[config.mk]
export PLATFORM = sky130hd
export DESIGN_NAME = rv_inst_encoder
export DESIGN_NICKNAME = d
export VERILOG_FILES = /design/src/rtl/rv_enc_pkg.sv /design/src/rtl/rv_enc_fifo2.sv /design/src/rtl/rv_inst_encoder.sv
export SDC_FILE = /design/constraint.sdc
export NUM_CORES = 1
export LEC_CHECK = 0
export CAP_MARGIN = 25
export CORE_MARGIN = 8
export CORE_UTILIZATION = 49
export CTS_BUF_LIST = sky130_fd_sc_hd__clkbuf_16
export DETAILED_ROUTE_END_ITERATION = 10
export PLACE_DENSITY = 0.73
export SLEW_MARGIN = 20
export SYNTH_ARGS = -nofsm -noshare
export SYNTH_HDL_FRONTEND = slang
export SYNTH_SLANG_ARGS = --single-unit
[constraint.sdc]
create_clock -name clock -period 3.4 [get_ports clock]
set_input_delay 0.51 -clock clock [delete_from_list [all_inputs] [get_ports clock]]
set_output_delay 0.51 -clock clock [all_outputs]
set_load 0.01 [all_outputs]
[src/rtl/rv_enc_pkg.sv]
// Shared RV32I encoding constants: op ids, opcode/funct fields, immediate limits and
// field-packing helpers used by the instruction encoder.
package rv_enc_pkg;

  // Symbolic op ids accepted on in_op; 22..31 are illegal.
  localparam logic [4:0] OpAdd  = 5'd0;
  localparam logic [4:0] OpSub  = 5'd1;
  localparam logic [4:0] OpAnd  = 5'd2;
  localparam logic [4:0] OpOr   = 5'd3;
  localparam logic [4:0] OpXor  = 5'd4;
  localparam logic [4:0] OpSll  = 5'd5;
  localparam logic [4:0] OpSrl  = 5'd6;
  localparam logic [4:0] OpSra  = 5'd7;
  localparam logic [4:0] OpAddi = 5'd8;
  localparam logic [4:0] OpAndi = 5'd9;
  localparam logic [4:0] OpOri  = 5'd10;
  localparam logic [4:0] OpXori = 5'd11;
  localparam logic [4:0] OpSlli = 5'd12;
  localparam logic [4:0] OpSrli = 5'd13;
  localparam logic [4:0] OpSrai = 5'd14;
  localparam logic [4:0] OpLw   = 5'd15;
  localparam logic [4:0] OpJalr = 5'd16;
  localparam logic [4:0] OpSw   = 5'd17;
  localparam logic [4:0] OpBeq  = 5'd18;
  localparam logic [4:0] OpBne  = 5'd19;
  localparam logic [4:0] OpLui  = 5'd20;
  localparam logic [4:0] OpJal  = 5'd21;

  localparam logic [6:0] OpcOp     = 7'b0110011;
  localparam logic [6:0] OpcOpImm  = 7'b0010011;
  localparam logic [6:0] OpcLoad   = 7'b0000011;
  localparam logic [6:0] OpcJalr   = 7'b1100111;
  localparam logic [6:0] OpcStore  = 7'b0100011;
  localparam logic [6:0] OpcBranch = 7'b1100011;
  localparam logic [6:0] OpcLui    = 7'b0110111;
  localparam logic [6:0] OpcJal    = 7'b1101111;

  localparam logic [2:0] F3AddSub = 3'b000;
  localparam logic [2:0] F3Sll    = 3'b001;
  localparam logic [2:0] F3Xor    = 3'b100;
  localparam logic [2:0] F3SrlSra = 3'b101;
  localparam logic [2:0] F3Or     = 3'b110;
  localparam logic [2:0] F3And    = 3'b111;
  localparam logic [2:0] F3Word   = 3'b010;
  localparam logic [2:0] F3Jalr   = 3'b000;
  localparam logic [2:0] F3Beq    = 3'b000;
  localparam logic [2:0] F3Bne    = 3'b001;

  localparam logic [6:0] F7Base = 7'b0000000;
  localparam logic [6:0] F7Alt  = 7'b0100000;

  localparam int ImmIMin  = -2048;
  localparam int ImmIMax  = 2047;
  localparam int ShamtMin = 0;
  localparam int ShamtMax = 31;
  localparam int ImmBMin  = -4096;
  localparam int ImmBMax  = 4094;
  localparam int ImmJMin  = -1048576;
  localparam int ImmJMax  = 1048574;

  typedef struct packed {
    logic        legal;
    logic [31:0] inst;
  } enc_result_t;

  function automatic logic in_range(input logic [31:0] v, input int lo, input int hi);
    return ($signed(v) >= lo) && ($signed(v) <= hi);
  endfunction

  function automatic logic [31:0] enc_r(input logic [6:0] f7, input logic [2:0] f3,
                                        input logic [4:0] rd, input logic [4:0] rs1,
                                        input logic [4:0] rs2);
    return {f7, rs2, rs1, f3, rd, OpcOp};
  endfunction

  function automatic logic [31:0] enc_i(input logic [11:0] imm, input logic [4:0] rs1,
                                        input logic [2:0] f3, input logic [4:0] rd,
                                        input logic [6:0] opc);
    return {imm, rs1, f3, rd, opc};
  endfunction

  function automatic logic [31:0] enc_s(input logic [11:0] imm, input logic [4:0] rs2,
                                        input logic [4:0] rs1);
    return {imm[11:5], rs2, rs1, F3Word, imm[4:0], OpcStore};
  endfunction

  function automatic logic [31:0] enc_b(input logic [12:1] imm, input logic [4:0] rs2,
                                        input logic [4:0] rs1, input logic [2:0] f3);
    return {imm[12], imm[10:5], rs2, rs1, f3, imm[4:1], imm[11], OpcBranch};
  endfunction

  function automatic logic [31:0] enc_j(input logic [20:1] imm, input logic [4:0] rd);
    return {imm[20], imm[10:1], imm[11], imm[19:12], rd, OpcJal};
  endfunction

endpackage

[src/rtl/rv_enc_fifo2.sv]
// Two-entry valid/ready FIFO; push while full is allowed when the head pops the same cycle.
module rv_enc_fifo2 #(
  parameter int unsigned       Width    = 64,
  parameter logic [Width-1:0]  ResetVal = '0
) (
  input  logic             clk_i,
  input  logic             rst_ni,
  input  logic             clear_i,
  input  logic             wr_valid_i,
  output logic             wr_ready_o,
  input  logic [Width-1:0] wr_data_i,
  output logic             rd_valid_o,
  input  logic             rd_ready_i,
  output logic [Width-1:0] rd_data_o
);

  logic [1:0][Width-1:0] mem_q;
  logic                  wr_ptr_q, rd_ptr_q;
  logic [1:0]            cnt_q;
  logic                  push, pop;

  assign rd_valid_o = (cnt_q != 2'd0);
  assign rd_data_o  = mem_q[rd_ptr_q];
  assign pop        = rd_valid_o & rd_ready_i;
  assign wr_ready_o = (cnt_q != 2'd2) | pop;
  assign push       = wr_valid_i & wr_ready_o;

  always_ff @(posedge clk_i or negedge rst_ni) begin
    if (!rst_ni) begin
      mem_q    <= {2{ResetVal}};
      wr_ptr_q <= 1'b0;
      rd_ptr_q <= 1'b0;
      cnt_q    <= 2'd0;
    end else if (clear_i) begin
      mem_q    <= {2{ResetVal}};
      wr_ptr_q <= 1'b0;
      rd_ptr_q <= 1'b0;
      cnt_q    <= 2'd0;
    end else begin
      if (push) begin
        mem_q[wr_ptr_q] <= wr_data_i;
        wr_ptr_q        <= ~wr_ptr_q;
      end
      if (pop) begin
        rd_ptr_q <= ~rd_ptr_q;
      end
      case ({push, pop})
        2'b10:   cnt_q <= cnt_q + 2'd1;
        2'b01:   cnt_q <= cnt_q - 2'd1;
        default: cnt_q <= cnt_q;
      endcase
    end
  end

endmodule

[src/rtl/rv_inst_encoder.sv]
// Encodes symbolic RV32I requests into machine words and streams them, tagged with
// sequential byte addresses, toward the instruction-memory loader.
module rv_inst_encoder
  import rv_enc_pkg::*;
#(
  parameter logic [31:0] BASE_ADDR = 32'h0000_0000,
  parameter int unsigned DEPTH     = 64
) (
  input  logic        clock,
  input  logic        resetn,
  input  logic        clear,
  input  logic        in_valid,
  output logic        in_ready,
  input  logic [4:0]  in_op,
  input  logic [4:0]  in_rd,
  input  logic [4:0]  in_rs1,
  input  logic [4:0]  in_rs2,
  input  logic [31:0] in_imm,
  output logic        out_valid,
  input  logic        out_ready,
  output logic [31:0] out_inst,
  output logic [31:0] out_addr,
  output logic        full,
  output logic        err,
  output logic [7:0]  err_cnt
);

  localparam int unsigned     CntW     = $clog2(DEPTH) + 1;
  localparam logic [CntW-1:0] DepthCnt = CntW'(DEPTH);

  function automatic enc_result_t encode(input logic [4:0] op, input logic [4:0] rd,
                                         input logic [4:0] rs1, input logic [4:0] rs2,
                                         input logic [31:0] imm);
    enc_result_t r;
    logic        i_ok, sh_ok, b_ok, j_ok, u_ok;
    i_ok    = in_range(imm, ImmIMin, ImmIMax);
    sh_ok   = in_range(imm, ShamtMin, ShamtMax);
    b_ok    = in_range(imm, ImmBMin, ImmBMax) & ~imm[0];
    j_ok    = in_range(imm, ImmJMin, ImmJMax) & ~imm[0];
    u_ok    = (imm[31:20] == 12'h000);
    r.legal = 1'b0;
    r.inst  = '0;
    case (op)
      OpAdd:  begin r.legal = 1'b1;  r.inst = enc_r(F7Base, F3AddSub, rd, rs1, rs2); end
      OpSub:  begin r.legal = 1'b1;  r.inst = enc_r(F7Alt, F3AddSub, rd, rs1, rs2);  end
      OpAnd:  begin r.legal = 1'b1;  r.inst = enc_r(F7Base, F3And, rd, rs1, rs2);    end
      OpOr:   begin r.legal = 1'b1;  r.inst = enc_r(F7Base, F3Or, rd, rs1, rs2);     end
      OpXor:  begin r.legal = 1'b1;  r.inst = enc_r(F7Base, F3Xor, rd, rs1, rs2);    end
      OpSll:  begin r.legal = 1'b1;  r.inst = enc_r(F7Base, F3Sll, rd, rs1, rs2);    end
      OpSrl:  begin r.legal = 1'b1;  r.inst = enc_r(F7Base, F3SrlSra, rd, rs1, rs2); end
      OpSra:  begin r.legal = 1'b1;  r.inst = enc_r(F7Alt, F3SrlSra, rd, rs1, rs2);  end
      OpAddi: begin r.legal = i_ok;  r.inst = enc_i(imm[11:0], rs1, F3AddSub, rd, OpcOpImm); end
      OpAndi: begin r.legal = i_ok;  r.inst = enc_i(imm[11:0], rs1, F3And, rd, OpcOpImm);    end
      OpOri:  begin r.legal = i_ok;  r.inst = enc_i(imm[11:0], rs1, F3Or, rd, OpcOpImm);     end
      OpXori: begin r.legal = i_ok;  r.inst = enc_i(imm[11:0], rs1, F3Xor, rd, OpcOpImm);    end
      // Shift-immediates carry funct7 in the upper bits of the I-type immediate slot.
      OpSlli: begin
        r.legal = sh_ok;
        r.inst  = enc_i({F7Base, imm[4:0]}, rs1, F3Sll, rd, OpcOpImm);
      end
      OpSrli: begin
        r.legal = sh_ok;
        r.inst  = enc_i({F7Base, imm[4:0]}, rs1, F3SrlSra, rd, OpcOpImm);
      end
      OpSrai: begin
        r.legal = sh_ok;
        r.inst  = enc_i({F7Alt, imm[4:0]}, rs1, F3SrlSra, rd, OpcOpImm);
      end
      OpLw:   begin r.legal = i_ok;  r.inst = enc_i(imm[11:0], rs1, F3Word, rd, OpcLoad); end
      OpJalr: begin r.legal = i_ok;  r.inst = enc_i(imm[11:0], rs1, F3Jalr, rd, OpcJalr); end
      OpSw:   begin r.legal = i_ok;  r.inst = enc_s(imm[11:0], rs2, rs1);                 end
      OpBeq:  begin r.legal = b_ok;  r.inst = enc_b(imm[12:1], rs2, rs1, F3Beq);          end
      OpBne:  begin r.legal = b_ok;  r.inst = enc_b(imm[12:1], rs2, rs1, F3Bne);          end
      OpLui:  begin r.legal = u_ok;  r.inst = {imm[19:0], rd, OpcLui};                    end
      OpJal:  begin r.legal = j_ok;  r.inst = enc_j(imm[20:1], rd);                       end
      default: begin
        r.legal = 1'b0;
        r.inst  = '0;
      end
    endcase
    return r;
  endfunction

  logic [CntW-1:0] count_q, count_d;
  logic [31:0]     addr_q, addr_d;
  logic            err_q, err_d;
  logic [7:0]      err_cnt_q, err_cnt_d;
  enc_result_t     enc;
  logic            fifo_wr_ready, accept, push;
  logic [63:0]     fifo_rd_data;

  assign enc      = encode(in_op, in_rd, in_rs1, in_rs2, in_imm);
  assign full     = (count_q == DepthCnt);
  // Gate with resetn so the host never sees a handshake while reset is held.
  assign in_ready = resetn & ~clear & ~full & fifo_wr_ready;
  assign accept   = in_valid & in_ready;
  assign push     = accept & enc.legal;

  always_comb begin
    count_d   = count_q;
    addr_d    = addr_q;
    err_d     = err_q;
    err_cnt_d = err_cnt_q;
    if (clear) begin
      count_d   = '0;
      addr_d    = BASE_ADDR;
      err_d     = 1'b0;
      err_cnt_d = 8'd0;
    end else if (accept) begin
      if (enc.legal) begin
        count_d = count_q + CntW'(1);
        addr_d  = addr_q + 32'd4;
      end else begin
        err_d = 1'b1;
        if (err_cnt_q != 8'hFF) begin
          err_cnt_d = err_cnt_q + 8'd1;
        end
      end
    end
  end

  always_ff @(posedge clock or negedge resetn) begin
    if (!resetn) begin
      count_q   <= '0;
      addr_q    <= BASE_ADDR;
      err_q     <= 1'b0;
      err_cnt_q <= 8'd0;
    end else begin
      count_q   <= count_d;
      addr_q    <= addr_d;
      err_q     <= err_d;
      err_cnt_q <= err_cnt_d;
    end
  end

  rv_enc_fifo2 #(
    .Width    (64),
    .ResetVal ({BASE_ADDR, 32'h0000_0000})
  ) u_fifo (
    .clk_i      (clock),
    .rst_ni     (resetn),
    .clear_i    (clear),
    .wr_valid_i (push),
    .wr_ready_o (fifo_wr_ready),
    .wr_data_i  ({addr_q, enc.inst}),
    .rd_valid_o (out_valid),
    .rd_ready_i (out_ready),
    .rd_data_o  (fifo_rd_data)
  );

  assign out_addr = fifo_rd_data[63:32];
  assign out_inst = fifo_rd_data[31:0];
  assign err      = err_q;
  assign err_cnt  = err_cnt_q;

endmodule

==> impl_metrics.sql, run 1 <==
INSERT INTO impl_metrics (metric_group, metric, value, unit) VALUES
('place', 'dpl-instance-area', '11000', 'um^2'),
('power', 'cell_internal_pwr', '3.37', 'mW'),
('global_route', 'overflow', '0', ''),
('sta', 'final-setup-viol-count', '0', ''),
('synth', 'yosys_reg_bits', '174', ''),
('cts', 'tritoncts', 'yes', ''),
('final_layout', 'total_non_filler_cell_area_in_the_finished_layout', '11700', 'um^2'),
('floorplanning', 'floorplan.die.width', '154', 'um'),
('cts', 'max-clock-path-buffers', '2', ''),
('synth', 'yosys.area_share.simple', '23.3', '%'),
('power', 'post-layout-total-power', '4.46', 'mW'),
('sta', 'max_slew_margin', '35.5', '%'),
('floorplanning', 'num_io_pins', '133', ''),
('power', 'sw_frac_of_total', '24.3', '%'),
('drt', 'post_drt_wl_per_cell', '18.1', 'um'),
('cts', 'clock_tree.htree_level_count', '4', ''),
('drt', 'drc_errors', '0', ''),
('synth', 'synth.yosys.seq_area_share', '46.9', '%'),
('cts', 'root_buffer_cell', 'clkbuf_16', ''),
('drt', 'finalWirelength', '25.2', 'mm'),
('worst_setup_path', 'cp_common_cell', 'buf_4', ''),
('cts', 'cts.reportedPaths.clkPinSlew', '70', 'ps'),
('power', 'irDropWorstVdd', '0.000355', 'V'),
('synth', 'synth.cells.most_frequent', 'nand2_1 (228), dfrtp_1 (174), a21oi_1 (84)', ''),
('sta', 'layout_worst_path_cycle_share', '82.3', '%'),
('synth', 'syn-mean-instance-area', '9.04', 'um^2'),
('global_route', 'first_pass_grt_wire_length', '41.6', 'mm'),
('worst_setup_path', 'cpPeakStageDelay', '560', 'ps'),
('final_layout', 'stdcell_count', '1395', ''),
('place', 'portBuffers', '132', ''),
('sta', 'final.min_clock_period', '2800', 'ps'),
('place', 'numPlacedInstances', '1364', ''),
('cts', 'cts_resized', '0', ''),
('worst_setup_path', 'ff2ff_setup_slack', '680', 'ps'),
('final_layout', 'post_route_cells_drive_above_1_share', '14.0', '%'),
('drt', 'drt_iter0_markers', '728', ''),
('synth', 'yosys-top-cells-area', 'dfrtp_1 (47%), nand2_1 (9.2%), mux2_2 (7.6%)', ''),
('power', 'power.share.clock', '46.2', '%'),
('worst_setup_path', 'arrival_time_worst_endpoint', '3090', 'ps'),
('drt', 'route.vias.total', '8002', ''),
('global_route', 'grt_start_max_net_pins', '175', ''),
('worst_setup_path', 'cp.required', '3690', 'ps'),
('synth', 'synth_mux_area_share', '8.07', '%'),
('synth', 'synth.yosys.warnings', '0', ''),
('worst_setup_path', 'endpoint_kind', 'flip-flop', ''),
('power', 'total_leakage_power', '5.03', 'nW'),
('sta', 'final.setup_skew', '12.6', 'ps'),
('drt', 'detail_route.vias_per_cell', '5.74', ''),
('global_route', 'overall_global_routing_resource_usage', '21.4', '%'),
('final_layout', 'finalNetCount', '1210', ''),
('status', 'status', 'finished, final reports clean', ''),
('cts', 'clock_sink_count', '174', ''),
('worst_setup_path', 'crit_type', 'input pin to flip-flop', ''),
('sta', 'tightestPinTransition', '968', 'ps'),
('sta', 'achievable-frequency', '0.357', 'GHz'),
('synth', 'largest_family_of_logic_cells_by_synthesized_area', 'simple AND/OR/NAND/NOR gates', ''),
('drt', 'dr.pass1.iters', '7', ''),
('synth', 'synth_enable_flop_cells', '0', ''),
('floorplanning', 'number_of_placement_rows', '50', ''),
('synth', 'xor_xnor_share_of_the_synthesized_area', '3.39', '%'),
('sta', 'timing_max_transition_violations_final', '0', ''),
('sta', 'endpoints_failing_hold', '0', ''),
('power', 'power.combinational.fraction', '7.2', '%'),
('synth', 'yosys.area.top_type_share', '46.9', '%'),
('worst_setup_path', 'crit_chain', 'clkdlybuf4s50_1, nand4_1, nor3_1, nand3_1, a221oi_1, buf_4, nor3_2, buf_4, o2111ai_1, buf_4, xor2_1, nor2_1', ''),
('synth', 'synth_compound_gate_area_share', '13.6', '%'),
('synth', 'synthArstFlopShare', '100', '%'),
('cts', 'cts_inserted_buffers', '17', ''),
('sta', 'finalSetupTns', '0', 'ps'),
('global_route', 'grt_pass1_vias', '7962', ''),
('worst_setup_path', 'worstPathMaxFanout', '10', '');
registers in the layout, indices dropped and copies added (netlist names):
name and flops:
u_fifo.cnt_q 2, err_cnt 8, addr_q 30, u_fifo.wr_ptr_q 1, err 1, u_fifo.mem_q 124
u_fifo.rd_ptr_q 1, count_q 7
power groups by stage:
stage                     combinational, mW  clock (mW)  sequential (mW)
after floorplan                       0.131           0             2.12
after global placement                0.322           0             2.11
after detailed placement              0.322           0             2.11
after CTS                             0.323        2.08             2.07
after global routing                  0.353        2.16             2.07
final                                 0.323        2.06             2.07
worst paths after layout:
kind | endpoint | start
worst max-delay path | addr_q[24] | in_imm[9]
worst min-delay path | u_fifo.mem_q[27] | resetn
worst max register to register | u_fifo.mem_q[30] | count_q[0]
worst min register to register | u_fifo.mem_q[1] | u_fifo.mem_q[1]
max in group asynchronous | addr_q[9] | resetn
min in group clock | u_fifo.mem_q[1] | u_fifo.mem_q[1]
logic make-up after synthesis:
group | count (synthesis)
and+or+nand+nor | 455
AOI/OAI and AO/OA | 199
DFF | 174
buffers and inverters | 93
muxes | 67
xor gates and xnor gates | 36
adders and majority gates | 4
worst max-delay path: cells and delay by family:
family	cells	cell delay [ps]
buffers and inverters	4	1110
AO/OA/AOI/OAI	2	680
AND/OR/NAND/NOR	5	610
XOR/XNOR	1	170
layout by cell type, fill, tap and decap left out, drive strengths merged, types with 3 or more instances in the layout:
master         instances
nand2                229
dfrtp                174
clkdlybuf4s50        130
a21oi                 85
nor2                  80
mux2                  63
nand3b                51
buf                   51
o21ai                 41
xor2                  32
o2111ai               20
inv                   19
and3                  17
clkbuf                17
nand4                 15
nor3                  12
a22oi                 11
nor2b                 10
a222oi                10
nor4                   8
nand3                  7
nand2b                 6
o211ai                 5
and4                   4
and2                   4
mux2i                  4
xnor2                  4
ha                     4
a21o                   4
clkinv                 4
or2                    3
or3                    3
nor3b                  3
a221oi                 3
bufinv                 3
a21boi                 3
final cells by class:
class                   count  area [um^2]
flip-flops and latches    174         4360
clock buffers              17          425
repair buffers            181         1780
fillers                  1586         6990
clock inverters            14          180
well taps                 234          293
multi-input cells         761         4570
inverters                  14         52.6
metal layers:
metal / vias up / GRT usage, % / wire length [um]
met1: 3928 / 29.7 / 11900
met5: - / 0 / 0
met3: 25 / 4.15 / 1320
met4: 0 / 6.16 / 309
li1: 3810 / - / -
met2: 239 / 33.6 / 11600
(Power assumes the default switching activity.)
==> run 2, diff against run 1 <==
--- a/config.mk
+++ b/config.mk
@@ -10,7 +10,7 @@
 export CORE_UTILIZATION = 49
 export CTS_BUF_LIST = sky130_fd_sc_hd__clkbuf_16
 export DETAILED_ROUTE_END_ITERATION = 10
-export PLACE_DENSITY = 0.73
+export PLACE_DENSITY = 0.76
 export SLEW_MARGIN = 20
 export SYNTH_ARGS = -nofsm -noshare
 export SYNTH_HDL_FRONTEND = slang
==> constraint.sdc (replaced) <==
create_clock -name clock -period 2.5 [get_ports clock]
set_input_delay 0.375 -clock clock [delete_from_list [all_inputs] [get_ports clock]]
set_output_delay 0.375 -clock clock [all_outputs]
set_load 0.01 [all_outputs]
==> run 2 against run 1 <==
  * The run now ends with setup timing left
  * Hold slack lost 120 ps
  * Register-to-register slack lost 780 ps
  * Via count grew 11%
  * Combinational power grew 60%
  * Total power grew 35%
  * Critical path depth grew 1
  * Global-route usage grew 1.2 points
  * Setup slack lost 700 ps
  * Critical endpoint is now u_fifo.mem_q[111]
  * Largest power group unchanged
  * Highest routed layer unchanged
==> impl_metrics.sql, run 2 (same netlist as run 1, synthesis figures left out) <==
INSERT INTO impl_metrics (metric_group, metric, value, unit) VALUES
('status', 'violations_in_the_final_reports', 'setup timing', ''),
('worst_setup_path', 'rr_worst_depth', '13', ''),
('cts', 'clock_sink_count', '174', ''),
('sta', 'max_slew_margin', '35.1', '%'),
('min_path', 'min_path_type', 'input pin to async pin', ''),
('final_layout', 'final_cell_mix', 'nand2_1 (192), dfrtp_1 (171), buf_4 (99)', ''),
('global_route', 'grt_pass1_vias', '8442', ''),
('sta', 'endpoints_failing_hold', '0', ''),
('sta', 'rsz0062_at_grt', 'true', ''),
('floorplanning', 'floorplan.die.width', '154', 'um'),
('worst_setup_path', 'ff2ff_setup_slack', '-100', 'ps'),
('power', 'irDropWorstVdd', '0.000499', 'V'),
('sta', 'finalSetupTns', '-3030', 'ps'),
('drt', 'post_drt_wl_per_cell', '20.4', 'um'),
('drt', 'detail_route.vias_per_cell', '5.98', ''),
('sta', 'holdWs', '101', 'ps'),
('worst_setup_path', 'r2r-end', 'u_fifo.mem_q[111]', ''),
('place', 'place_congestion', '0.898', ''),
('sta', 'setup_slack', '-99.8', 'ps'),
('sta', 'timing_max_transition_violations_final', '0', ''),
('power', 'pwr_density_cell', '453', 'nW/um^2'),
('final_layout', 'layout_commonest_cell', 'nand2_1', ''),
('drt', 'dr.pass1.iters', '7', ''),
('worst_setup_path', 'timing.critical_path.from_type', 'flip-flop', ''),
('global_route', 'first_pass_grt_wire_length', '43.7', 'mm'),
('floorplanning', 'initial_core_utilization', '49.8', '%'),
('cts', 'clock_latency_of_the_later_clocked_register_in_the_worst_skew_pair', '440', 'ps'),
('final_layout', 'post_route_cells_drive_above_1_share', '30.3', '%'),
('final_layout', 'number_of_antenna_repair_diodes', '0', ''),
('floorplanning', 'die_y', '154', 'um'),
('final_layout', 'largest_register', 'u_fifo.mem_q', ''),
('global_route', 'overflow', '0', ''),
('worst_setup_path', 'arrival_time_worst_endpoint', '2970', 'ps'),
('final_layout', 'stdcell_count', '1484', ''),
('global_route', 'overall_global_routing_resource_usage', '22.6', '%'),
('run', 'drv_cap', '0', ''),
('sta', 'tightestPinTransition', '973', 'ps'),
('sta', 'final-setup-viol-count', '85', ''),
('worst_setup_path', 'crit_type', 'flip-flop to flip-flop', ''),
('sta', 'layout_worst_path_cycle_share', '104', '%'),
('drt', 'finalWirelength', '30.3', 'mm'),
('final_layout', 'finalCoreUtilization', '71.3', '%'),
('floorplanning', 'design.die.area', '23600', 'um^2'),
('final_layout', 'largest_register_ffs', '124', ''),
('status', 'status', 'finished, violations left', ''),
('drt', 'drt_iter0_markers', '860', ''),
('cts', 'clock_tree.htree_level_count', '4', ''),
('cts', 'max-clock-path-buffers', '2', ''),
('power', 'total_leakage_power', '6.15', 'nW'),
('drt', 'final_antenna_net_count', '0', ''),
('cts', 'tritoncts', 'yes', ''),
('floorplanning', 'num_io_pins', '133', ''),
('sta', 'final.setup_skew', '9.78', 'ps'),
('global_route', 'grt_start_max_net_pins', '202', ''),
('final_layout', 'finalNetCount', '1298', ''),
('sta', 'final.min_clock_period', '2600', 'ps'),
('cts', 'post_cts_hold_buffer_count', '0', ''),
('cts', 'cts_inserted_buffers', '17', ''),
('drt', 'drc_errors', '0', ''),
('worst_setup_path', 'r2r_start', 'count_q[1]', ''),
('cts', 'cts.reportedPaths.clkPinSlew', '80', 'ps'),
('final_layout', 'area_growth_from_synthesis_to_layout', '43.2', '%'),
('place', 'setup_slack_placement', '-643', 'ps'),
('sta', 'achievable-frequency', '0.385', 'GHz'),
('place', 'dp_hpwl', '17.1', 'mm'),
('cts', 'root_buffer_cell', 'clkbuf_16', ''),
('worst_setup_path', 'cp.required', '2870', 'ps'),
('drt', 'route.vias.total', '8873', ''),
('worst_setup_path', 'worstPathMaxFanout', '6', ''),
('worst_setup_path', 'endpoint_kind', 'flip-flop', ''),
('floorplanning', 'core_area', '18600', 'um^2'),
('place', 'numPlacedInstances', '1423', ''),
('floorplanning', 'number_of_placement_rows', '50', ''),
('place', 'portBuffers', '132', ''),
('global_route', 'antenna_violations_before_repair', '0', '');
[run 2: repair_timing]
action,in CTS,in global routing
gates resized for setup,55,180
pin swaps,22,65
cloned,3,8
setup buffers,10,12
endpoints found under the setup margin,170,188
[run 2: layout make-up]
type	count	area, um^2
inverters	14	52.6
repair buffers	269	2760
well taps	234	293
clock inverters	15	174
clock buffers	17	425
fillers	1311	5340
multi-input cells	761	5240
flip-flops and latches	174	4360
[run 2: layer usage]
metal | global-route usage (%) | up-vias | share of wire (%)
li1 | - | 4011 | -
met1 | 29.1 | 4393 | 42
met2 | 37.0 | 384 | 48
met3 | 4.60 | 85 | 6.4
met4 | 8.82 | 0 | 3.5
met5 | 0 | - | 0
[run 2: how the worst max path moves through the flow]
stage,cells past startpoint,to,slack (ps),from
6_report,13,u_fifo.mem_q[111],-100,count_q[1]
5_1_grt,13,u_fifo.mem_q[113],-170,count_q[1]
4_1_cts,12,u_fifo.mem_q[98],-30,count_q[1]
3_5_place_dp,10,u_fifo.mem_q[30],-640,in_imm[31]
3_3_place_gp,13,u_fifo.cnt_q[1],-620,in_imm[0]
2_1_floorplan,13,u_fifo.mem_q[16],-80,count_q[0]
[run 2: where the power goes]
group | switching, mW | total (mW) | internal (mW)
Clock | 1.35 | 2.69 | 1.35
Combinational | 0.291 | 0.516 | 0.225
Sequential | 0.00434 | 2.82 | 2.82
[run 2: metrics by stage]
stage | power, mW | instance area, um^2
floorplan | 3.06 | 9330
detailed placement | 3.37 | 11600
global placement | 3.37 | 11600
CTS | 6.00 | 12400
finish | 6.03 | 13300
global route | 6.21 | 13300
[run 2: critical path, stage by stage (launching register included)]
cell	delay, ps
dfrtp_1	380
inv_2	70
ha_4	150
and3_4	170
nor4b_4	300
nand2_2	170
buf_6	160
a21o_1	200
buf_6	140
a21boi_4	270
buf_12	170
buf_16	130
nand2_2	60
a21oi_2	140
==> run 3, diff against run 2 <==
--- a/config.mk
+++ b/config.mk
@@ -11,7 +11,8 @@
 export CTS_BUF_LIST = sky130_fd_sc_hd__clkbuf_16
 export DETAILED_ROUTE_END_ITERATION = 10
 export PLACE_DENSITY = 0.76
-export SLEW_MARGIN = 20
+export RECOVER_POWER = 100
+export SLEW_MARGIN = 5
 export SYNTH_ARGS = -nofsm -noshare
 export SYNTH_HDL_FRONTEND = slang
 export SYNTH_SLANG_ARGS = --single-unit
==> run 3 against run 2 <==
  * The flow finishes with violations (capacitance limit, slew limit, setup timing)
  * Sequential power is essentially flat
  * Critical endpoint unchanged
  * Sequential share of layout area is essentially flat
  * Hold slack better by 400 ps
  * Via count about the same
  * Largest cell class unchanged
  * Combinational power shrank 0.8%
==> impl_metrics.sql, run 3 (same netlist as run 1, synthesis figures left out) <==
INSERT INTO impl_metrics (metric_group, metric, value, unit) VALUES
('global_route', 'top_usage_layer', 'met2', ''),
('worst_setup_path', 'arrival_time_worst_endpoint', '2970', 'ps'),
('drt', 'final_antenna_net_count', '0', ''),
('worst_setup_path', 'cp.required', '2860', 'ps'),
('cts', 'clock_latency_of_the_later_clocked_register_in_the_worst_skew_pair', '440', 'ps'),
('final_layout', 'final_cell_mix', 'nand2_1 (192), dfrtp_1 (171), buf_4 (99)', ''),
('cts', 'root_buffer_cell', 'clkbuf_16', ''),
('final_layout', 'largest_register_ffs', '124', ''),
('worst_setup_path', 'crit_chain', 'inv_2, ha_4, and3_4, nor4b_4, nand2_2, buf_6, a21o_1, buf_6, a21boi_4, buf_12, buf_16, nand2_2, a21oi_2', ''),
('worst_setup_path', 'worstPathMaxFanout', '6', ''),
('sta', 'setup_slack', '-102', 'ps'),
('cts', 'max-clock-path-buffers', '2', ''),
('final_layout', 'layout_commonest_cell', 'nand2_1', ''),
('final_layout', 'post_route_cells_drive_above_1_share', '30.2', '%'),
('sta', 'endpoints_failing_hold', '0', ''),
('global_route', 'grt_start_max_net_pins', '202', ''),
('sta', 'final.setup_skew', '9.76', 'ps'),
('drt', 'drc_errors', '0', ''),
('final_layout', 'largest_register', 'u_fifo.mem_q', ''),
('sta', 'holdWs', '502', 'ps'),
('cts', 'clock_tree.htree_level_count', '4', ''),
('status', 'status', 'finished, violations left', ''),
('place', 'place_congestion', '0.898', ''),
('floorplanning', 'design.die.area', '23600', 'um^2'),
('sta', 'rsz0062_at_grt', 'true', ''),
('power', 'irDropWorstVdd', '0.000498', 'V'),
('worst_setup_path', 'crit_type', 'flip-flop to flip-flop', ''),
('global_route', 'antenna_violations_before_repair', '0', ''),
('final_layout', 'area_growth_from_synthesis_to_layout', '43.0', '%'),
('power', 'pwr_density_cell', '453', 'nW/um^2'),
('drt', 'route.vias.total', '8880', ''),
('final_layout', 'layout.filler_cells', '1312', ''),
('floorplanning', 'num_io_pins', '133', ''),
('sta', 'timing_max_transition_violations_final', '175', ''),
('sta', 'tightestPinTransition', '1600', 'ps'),
('sta', 'max_slew_margin', '-6.92', '%'),
('sta', 'achievable-frequency', '0.384', 'GHz'),
('floorplanning', 'core_area', '18600', 'um^2'),
('cts', 'clock_sink_count', '174', ''),
('global_route', 'first_pass_grt_wire_length', '43.7', 'mm'),
('worst_setup_path', 'endpoint_kind', 'flip-flop', ''),
('sta', 'final.min_clock_period', '2600', 'ps'),
('worst_setup_path', 'cpPeakStageDelay', '380', 'ps'),
('drt', 'finalWirelength', '30.3', 'mm'),
('cts', 'cts_inserted_buffers', '17', ''),
('drt', 'detail_route.vias_per_cell', '5.98', ''),
('global_route', 'met3_usage', '4.60', '%'),
('cts', 'post_cts_hold_buffer_count', '0', ''),
('drt', 'post_drt_wl_per_cell', '20.4', 'um'),
('place', 'dp_hpwl', '17.1', 'mm'),
('sta', 'layout_worst_path_cycle_share', '104', '%'),
('drt', 'dr.pass1.iters', '7', ''),
('final_layout', 'finalNetCount', '1298', ''),
('floorplanning', 'floorplan.die.width', '154', 'um'),
('place', 'portBuffers', '132', ''),
('global_route', 'grt_pass1_vias', '8442', ''),
('final_layout', 'number_of_antenna_repair_diodes', '0', ''),
('floorplanning', 'initial_core_utilization', '49.8', '%'),
('run', 'drv_cap', '1', ''),
('drt', 'drt_iter0_markers', '860', ''),
('floorplanning', 'number_of_placement_rows', '50', ''),
('cts', 'tritoncts', 'yes', ''),
('global_route', 'met2_usage', '37.0', '%'),
('min_path', 'min_path_type', 'flip-flop to flip-flop', ''),
('global_route', 'overall_global_routing_resource_usage', '22.6', '%'),
('floorplanning', 'die_y', '154', 'um'),
('cts', 'cts.reportedPaths.clkPinSlew', '80', 'ps'),
('sta', 'final-setup-viol-count', '86', ''),
('global_route', 'overflow', '0', ''),
('status', 'violations_in_the_final_reports', 'capacitance limit, slew limit, setup timing', ''),
('place', 'setup_slack_placement', '-643', 'ps'),
('power', 'total_leakage_power', '6.18', 'nW'),
('global_route', 'grt_use_met1', '29.1', '%'),
('worst_setup_path', 'crit_path_top_delay_cell', 'dfrtp_1', ''),
('worst_setup_path', 'timing.critical_path.from_type', 'flip-flop', '');
-- run 3: where the power goes --
| group | switching (mW) | leakage, nW | internal (mW) |
|---|---|---|---|
| Sequential | 0.00422 | 2.43 | 2.82 |
| Combinational | 0.291 | 3.47 | 0.221 |
| Clock | 1.34 | 0.284 | 1.35 |
-- run 3: final cells by class --
class | count | area [um^2] | share of cell area [%]
multi-input combinational | 761 | 5240 | 39.4
sequential | 174 | 4360 | 32.8
timing repair buffer | 269 | 2750 | 20.7
clock buffer | 17 | 425 | 3.20
tap | 234 | 293 | 2.20
clock inverter | 15 | 174 | 1.31
inverter | 14 | 52.6 | 0.396
-- run 3: path summary, 6_finish.rpt --
| kind | start | end | slack [ps] | cells after the start |
|---|---|---|---|---|
| setup reg to reg | count_q[1] | u_fifo.mem_q[111] | -100 | 13 |
| min in group asynchronous | resetn | err_cnt[4] | 510 | 2 |
| setup / recovery | count_q[1] | u_fifo.mem_q[111] | -100 | 13 |
| hold reg to reg | u_fifo.mem_q[65] | u_fifo.mem_q[65] | 500 | 2 |
| max in group asynchronous | resetn | addr_q[5] | 780 | 2 |
| hold / removal | u_fifo.mem_q[65] | u_fifo.mem_q[65] | 500 | 2 |
-- run 3: routing by layer --
metal	routed length, um	share of wire, %	vias to the layer above
li1	-	-	4010
met4	1030	3.4	0
met3	1900	6.3	85
met2	14700	48	379
met5	0	0	-
met1	12700	42	4406
-- run 3: critical path, delay by kind of cell (launching register included) --
family | cells | cell delay, ps
AOI/OAI and AO/OA | 3 | 610
buffers and inverters | 5 | 670
DFF | 1 | 380
adders and majority gates | 1 | 150
and+or+nand+nor | 4 | 700
-- run 3: stage by stage --
stage / power [mW] / std cells / utilization (%) / instance area [um^2] / TNS [ps]
global route: 6.20 / 1484 / 71.3 / 13300 / -10650
finish: 6.02 / 1484 / 71.3 / 13300 / -3220
detailed placement: 3.37 / 1423 / 62.0 / 11600 / -95360
global placement: 3.37 / 1423 / 62.0 / 11600 / -92030
floorplan: 3.06 / 1028 / - / 9330 / -1980
CTS: 6.00 / 1467 / 66.6 / 12400 / -188
-- run 3: timing repair --
action / CTS / global route
gates resized for setup: 55 / 180
cloned: 3 / 8
endpoints found under the setup margin: 170 / 188
buffers inserted: 10 / 12
hold endpoints to repair: 0 / 0
pin swaps: 22 / 65
==> RTL change 1 (settings of run 1) <==
`DEPTH`: 64 -> 128.
--- a/src/rtl/rv_inst_encoder.sv
+++ b/src/rtl/rv_inst_encoder.sv
@@ -4,7 +4,7 @@
   import rv_enc_pkg::*;
 #(
   parameter logic [31:0] BASE_ADDR = 32'h0000_0000,
-  parameter int unsigned DEPTH     = 64
+  parameter int unsigned DEPTH     = 128
 ) (
   input  logic        clock,
   input  logic        resetn,
Check against the original RTL: same outputs for any inputs over 4 cycles, from zero or initial values and one cycle with resetn low; that may be too few to reach the edited logic, so the function may still have changed.
==> RTL change 1 against run 1 <==
Power decreased by 1.6%. Critical path depth decreased by 9. Setup slack got worse by 0.26 ns. Clock skew decreased by 0.0045 ns. Sequential cell count increased by 1. Die area decreased by 1.6%. Wire length decreased by 4.5%. Final area decreased by 2.6%. First-iteration DRC count increased by 10%. Core utilization decreased by 1.0 points. Clock power decreased by 7%. Area after synthesis decreased by 1.8%. Combinational power increased by 15%.
==> RTL change 1: results (changes against run 1) <==
[synthesis]
synth_edf_count = 0  ; unchanged
synth_common_cells = dfrtp_1, o21ai_0, nand2_1  ; was nand2_1, dfrtp_1, a21oi_1
synthXorXnorAreaFrac = 0.0115  ; was 0.0339
synthArstFlopShare = 1.00  ; unchanged
synthFlopType = dfrtp_1  ; unchanged
synth_compound_area_frac = 0.182  ; was 0.136
synth.net_count = 1030  ; was 1089
seq_area_frac_synth = 0.480  ; was 0.469
synthMuxAreaShare = 0.0907  ; was 0.0807
synth_fa_ha_area_frac = 0.00549  ; was 0.00539
synthTopCellsByArea = dfrtp_1, mux2_2, o21ai_0  ; was dfrtp_1, nand2_1, mux2_2
yosys.cell_types.count = 66  ; was 58
syn_avg_cell_area_um2 = 9.41  ; was 9.04 um2
yosysWarnings = 0  ; unchanged

[global_route]
grt_pass1_vias = 7661  ; was 7962
antenna_found_initial = 0  ; unchanged
grtUsageMet2 = 0.323  ; was 0.336
grt_util_met3 = 0.0454  ; was 0.0415
grtUsageTotal = 0.205  ; was 0.214
grt_start_max_net_pins = 176  ; was 175
grt_pass1_wl_mm = 39.0  ; was 41.6 mm
grtUsageMet1 = 0.267  ; was 0.297

[drt]
dr.pass1.iters = 5  ; was 7
initialDrtViolationCount = 801  ; was 728
routed_wl_mm = 24.1  ; was 25.2 mm
viasPerCell = 5.84  ; was 5.74

[critical_path]
required_ns = 2.89  ; was 3.69 ns
rr_startpoint = count_q[2]  ; was count_q[0]
r2r_slack_ns = 0.59  ; was 0.68 ns
cp_max_fo = 6  ; was 10
r2r.worst_path.cells = 8  ; was 10
r2r-end = u_fifo.mem_q[109]  ; was u_fifo.mem_q[30]

[cells_and_area]
drive_above_1_share = 0.150  ; was 0.140
antenna_cells = 0  ; unchanged
fin_nets = 1142  ; was 1210
final_cells = 1328  ; was 1395
reg_top3 = u_fifo.mem_q: 124 flops, addr_q: 30 flops

[sta]
maxSlewHeadroom = 0.332  ; was 0.355
fin_skew_ns = 0.00806  ; was 0.0126 ns
slew_viol_final = 0  ; unchanged

[placement]
port-buffer-count = 132  ; unchanged
dp_hpwl_mm = 16.0  ; was 16.7 mm
place.gp.congestion = 0.889  ; was 0.901
pre_cts_ws_ns = 0.0461  ; was 0.135 ns

[pwr]
peakVddDrop_v = 0.000364  ; was 0.000355 V
power.leakage_nw = 4.59  ; was 5.03 nW

[clock_network]
cts_post_setup_buffers_inserted = 0  ; unchanged
clock_path_buffers = 2  ; unchanged
ctsResizeCount = 0  ; unchanged
cts-root-buf = clkbuf_16  ; unchanged

[outcome]
outcome = completed  ; unchanged

[RTL change 1: worst max-delay path: stages (launching register included)]
cell             delay [ns]
dfrtp_1                0.42
or3_1                  0.39
nor4_1                 0.61
clkdlybuf4s50_1        0.71
[RTL change 1: power breakdown]
group,switching [mW],internal [mW],total [mW]
Sequential,0.00747,2.09,2.10
Clock,0.837,1.08,1.91
Combinational,0.215,0.156,0.371
Total,1.06,3.32,4.38
[RTL change 1: routing by layer]
metal,vias up,share of wire
li1,3728,-
met1,3793,0.46
met2,198,0.47
met3,37,0.046
met4,0,0.023
met5,-,0
[RTL change 1: how the worst max path moves through the flow]
stage	end	from	slack (ns)	cells past startpoint
after global placement	addr_q[24]	in_op[1]	0.15	9
after CTS	full	count_q[2]	0.32	3
after floorplan	addr_q[28]	in_op[3]	0.77	11
final	full	count_q[2]	0.34	3
after detailed placement	u_fifo.mem_q[109]	in_op[1]	0.05	10
after global routing	full	count_q[0]	0.21	5
[RTL change 1: stage by stage]
| step | instance area (um2) | hold WS [ns] | util |
|---|---|---|---|
| after floorplan | 9120 | 0.214 | - |
| after global placement | 10800 | 0.462 | 0.584 |
| after detailed placement | 10800 | 0.480 | 0.584 |
| after CTS | 11300 | 0.317 | 0.615 |
| after global routing | 11300 | 0.339 | 0.615 |
| final | 11300 | 0.180 | 0.615 |
[RTL change 1: final cells by class]
class | instances | area (um2)
Multi-Input combinational cell | 674 | 4260
Clock buffer | 17 | 425
Clock inverter | 15 | 144
Sequential cell | 175 | 4380
Fill cell | 1537 | 7110
Tap cell | 234 | 293
Inverter | 45 | 171
Timing Repair Buffer | 168 | 1680
==> RTL change 2 (config.mk and constraints of run 1) <==
Made on the original files. Put one more register stage on the output `err_cnt`, with the module's reset. The value now appears one clock later. The other outputs are not delayed to match.
--- a/src/rtl/rv_inst_encoder.sv
+++ b/src/rtl/rv_inst_encoder.sv
@@ -151,7 +151,13 @@
   assign out_addr = fifo_rd_data[63:32];
   assign out_inst = fifo_rd_data[31:0];
   assign err      = err_q;
-  assign err_cnt  = err_cnt_q;
+  always_ff @(posedge clock or negedge resetn) begin
+    if (!resetn) begin
+      err_cnt <= '0;
+    end else begin
+      err_cnt <= err_cnt_q;
+    end
+  end
 
 endmodule
 
Behaviour: not the same (a bounded check fails within 4 cycles, from zero or initial values and one cycle with resetn low).
==> RTL change 2 against run 1 <==
Final area is 0.90% higher. Sequential share of layout area is 1.4 points higher. Power is 0.68% lower. Area after synthesis is 0.26% higher. Critical path depth is 3 lower. Critical endpoint is now addr_q[9]. Wire length is 3.2% lower. Setup slack worse by 0.21 ns. Sequential cell count is 8 higher.
==> RTL change 2: results (changes against run 1) <==
[cells_and_area]
final-clk-cell-share = 0.0461  ; was 0.0520
drive_above_1_share = 0.158  ; was 0.140
multi_input_cells = 716  ; was 761
seqCellArea_um2 = 4560  ; was 4360 um2
bufAreaShareNonClock = 0.159  ; was 0.153
inv_count = 15  ; was 14
fillers = 1589  ; was 1586
multi_input_area_um2 = 4440  ; was 4570 um2
fin_nets = 1182  ; was 1210
buffers = 189  ; was 181

[critical_path]
cp_max_fo = 11  ; was 10
cp-startpoint = in_op[3]  ; was in_imm[9]
critPathArrivalTime_ns = 3.36  ; was 3.09 ns
crit_family = simple AND/OR/NAND/NOR gates  ; was buffers and inverters
max_stage_delay_ns = 0.53  ; was 0.56 ns

[drt]
routedWlPerCell_um = 17.8  ; was 18.1 um
num_vias = 7903  ; was 8002
initialDrtViolationCount = 659  ; was 728

[synthesis]
synth_compound_area_frac = 0.163  ; was 0.136
synthXorXnorAreaFrac = 0.0169  ; was 0.0339
seq_area_frac_synth = 0.489  ; was 0.469
synthMuxAreaShare = 0.103  ; was 0.0807
synthTopCellsByArea = dfrtp_1, nand2_1, mux2_2  ; unchanged
yosys.cell_types.count = 69  ; was 58
synth_common_cells = nand2_1, dfrtp_1, o21ai_0  ; was nand2_1, dfrtp_1, a21oi_1
synth.net_count = 1042  ; was 1089
synth_fa_ha_area_frac = 0.00537  ; was 0.00539

[placement]
dp_hpwl_mm = 17.0  ; was 16.7 mm
place.gp.congestion = 0.931  ; was 0.901

[sta]
hold_violations = 0  ; unchanged
tightest_slew_ns = 0.988  ; was 0.968 ns

[pwr]
powerClk_mw = 1.85  ; was 2.06 mW
peakVddDrop_v = 0.000350  ; was 0.000355 V
p_switching_mw = 1.14  ; was 1.08 mW
combinationalPowerShare = 0.088  ; was 0.072
power.leakage_nw = 5.07  ; was 5.03 nW

[global_route]
grt_pass1_wl_mm = 40.4  ; was 41.6 mm
grtUsageTotal = 0.209  ; was 0.214
grt_start_max_net_pins = 183  ; was 175

[outcome]
outcome = completed  ; unchanged

[clock_network]
clock-sinks = 182  ; was 174

-- RTL change 2: cell types whose count changed in the layout (fill, tap and decap cells not counted), moves of 7 or more --
cell / change
mux2i_1: +15
nor2_1: -37
xor2_1: -21
nor3_1: -7
nand3_1: +25
nand2_1: -22
a21o_1: +11
dfrtp_1: +8
o2111ai_1: -12
nand3b_1: -51
a21oi_1: -61
o21ai_0: +63
or3_1: +8
-- RTL change 2: metrics by stage --
step                      area, um2  power, mW  setup slack (ns)  instances  hold slack (ns)
after floorplan                9320       2.39             0.762        981            0.214
after detailed placement      11200       2.62          -0.00306       1336            0.360
after global placement        11200       2.61           0.00892       1336            0.370
after global routing          11800       4.59             0.176       1368            0.308
after CTS                     11800       4.47             0.415       1368            0.341
final                         11800       4.43             0.388       1368            0.235
-- RTL change 2: metal layers --
| metal | vias up | routed length, um | GRT usage | part of all wire |
|---|---|---|---|---|
| met3 | 33 | 1330 | 0.0476 | 0.054 |
| met4 | 0 | 449 | 0.0653 | 0.018 |
| li1 | 3784 | - | - | - |
| met1 | 3865 | 11000 | 0.273 | 0.45 |
| met2 | 221 | 11600 | 0.340 | 0.47 |
| met5 | - | 0 | 0 | 0 |
-- RTL change 2: path summary, 6_finish.rpt --
path | cells past startpoint | to | slack [ns]
worst max-delay path | 9 | addr_q[9] | 0.39
worst min-delay path | 2 | addr_q[27] | 0.23
worst max register to register | 10 | addr_q[9] | 0.69
worst min register to register | 0 | err_cnt[7] | 0.38
max in group asynchronous | 2 | u_fifo.rd_ptr_q | 2.41
min in group clock | 0 | err_cnt[7] | 0.38
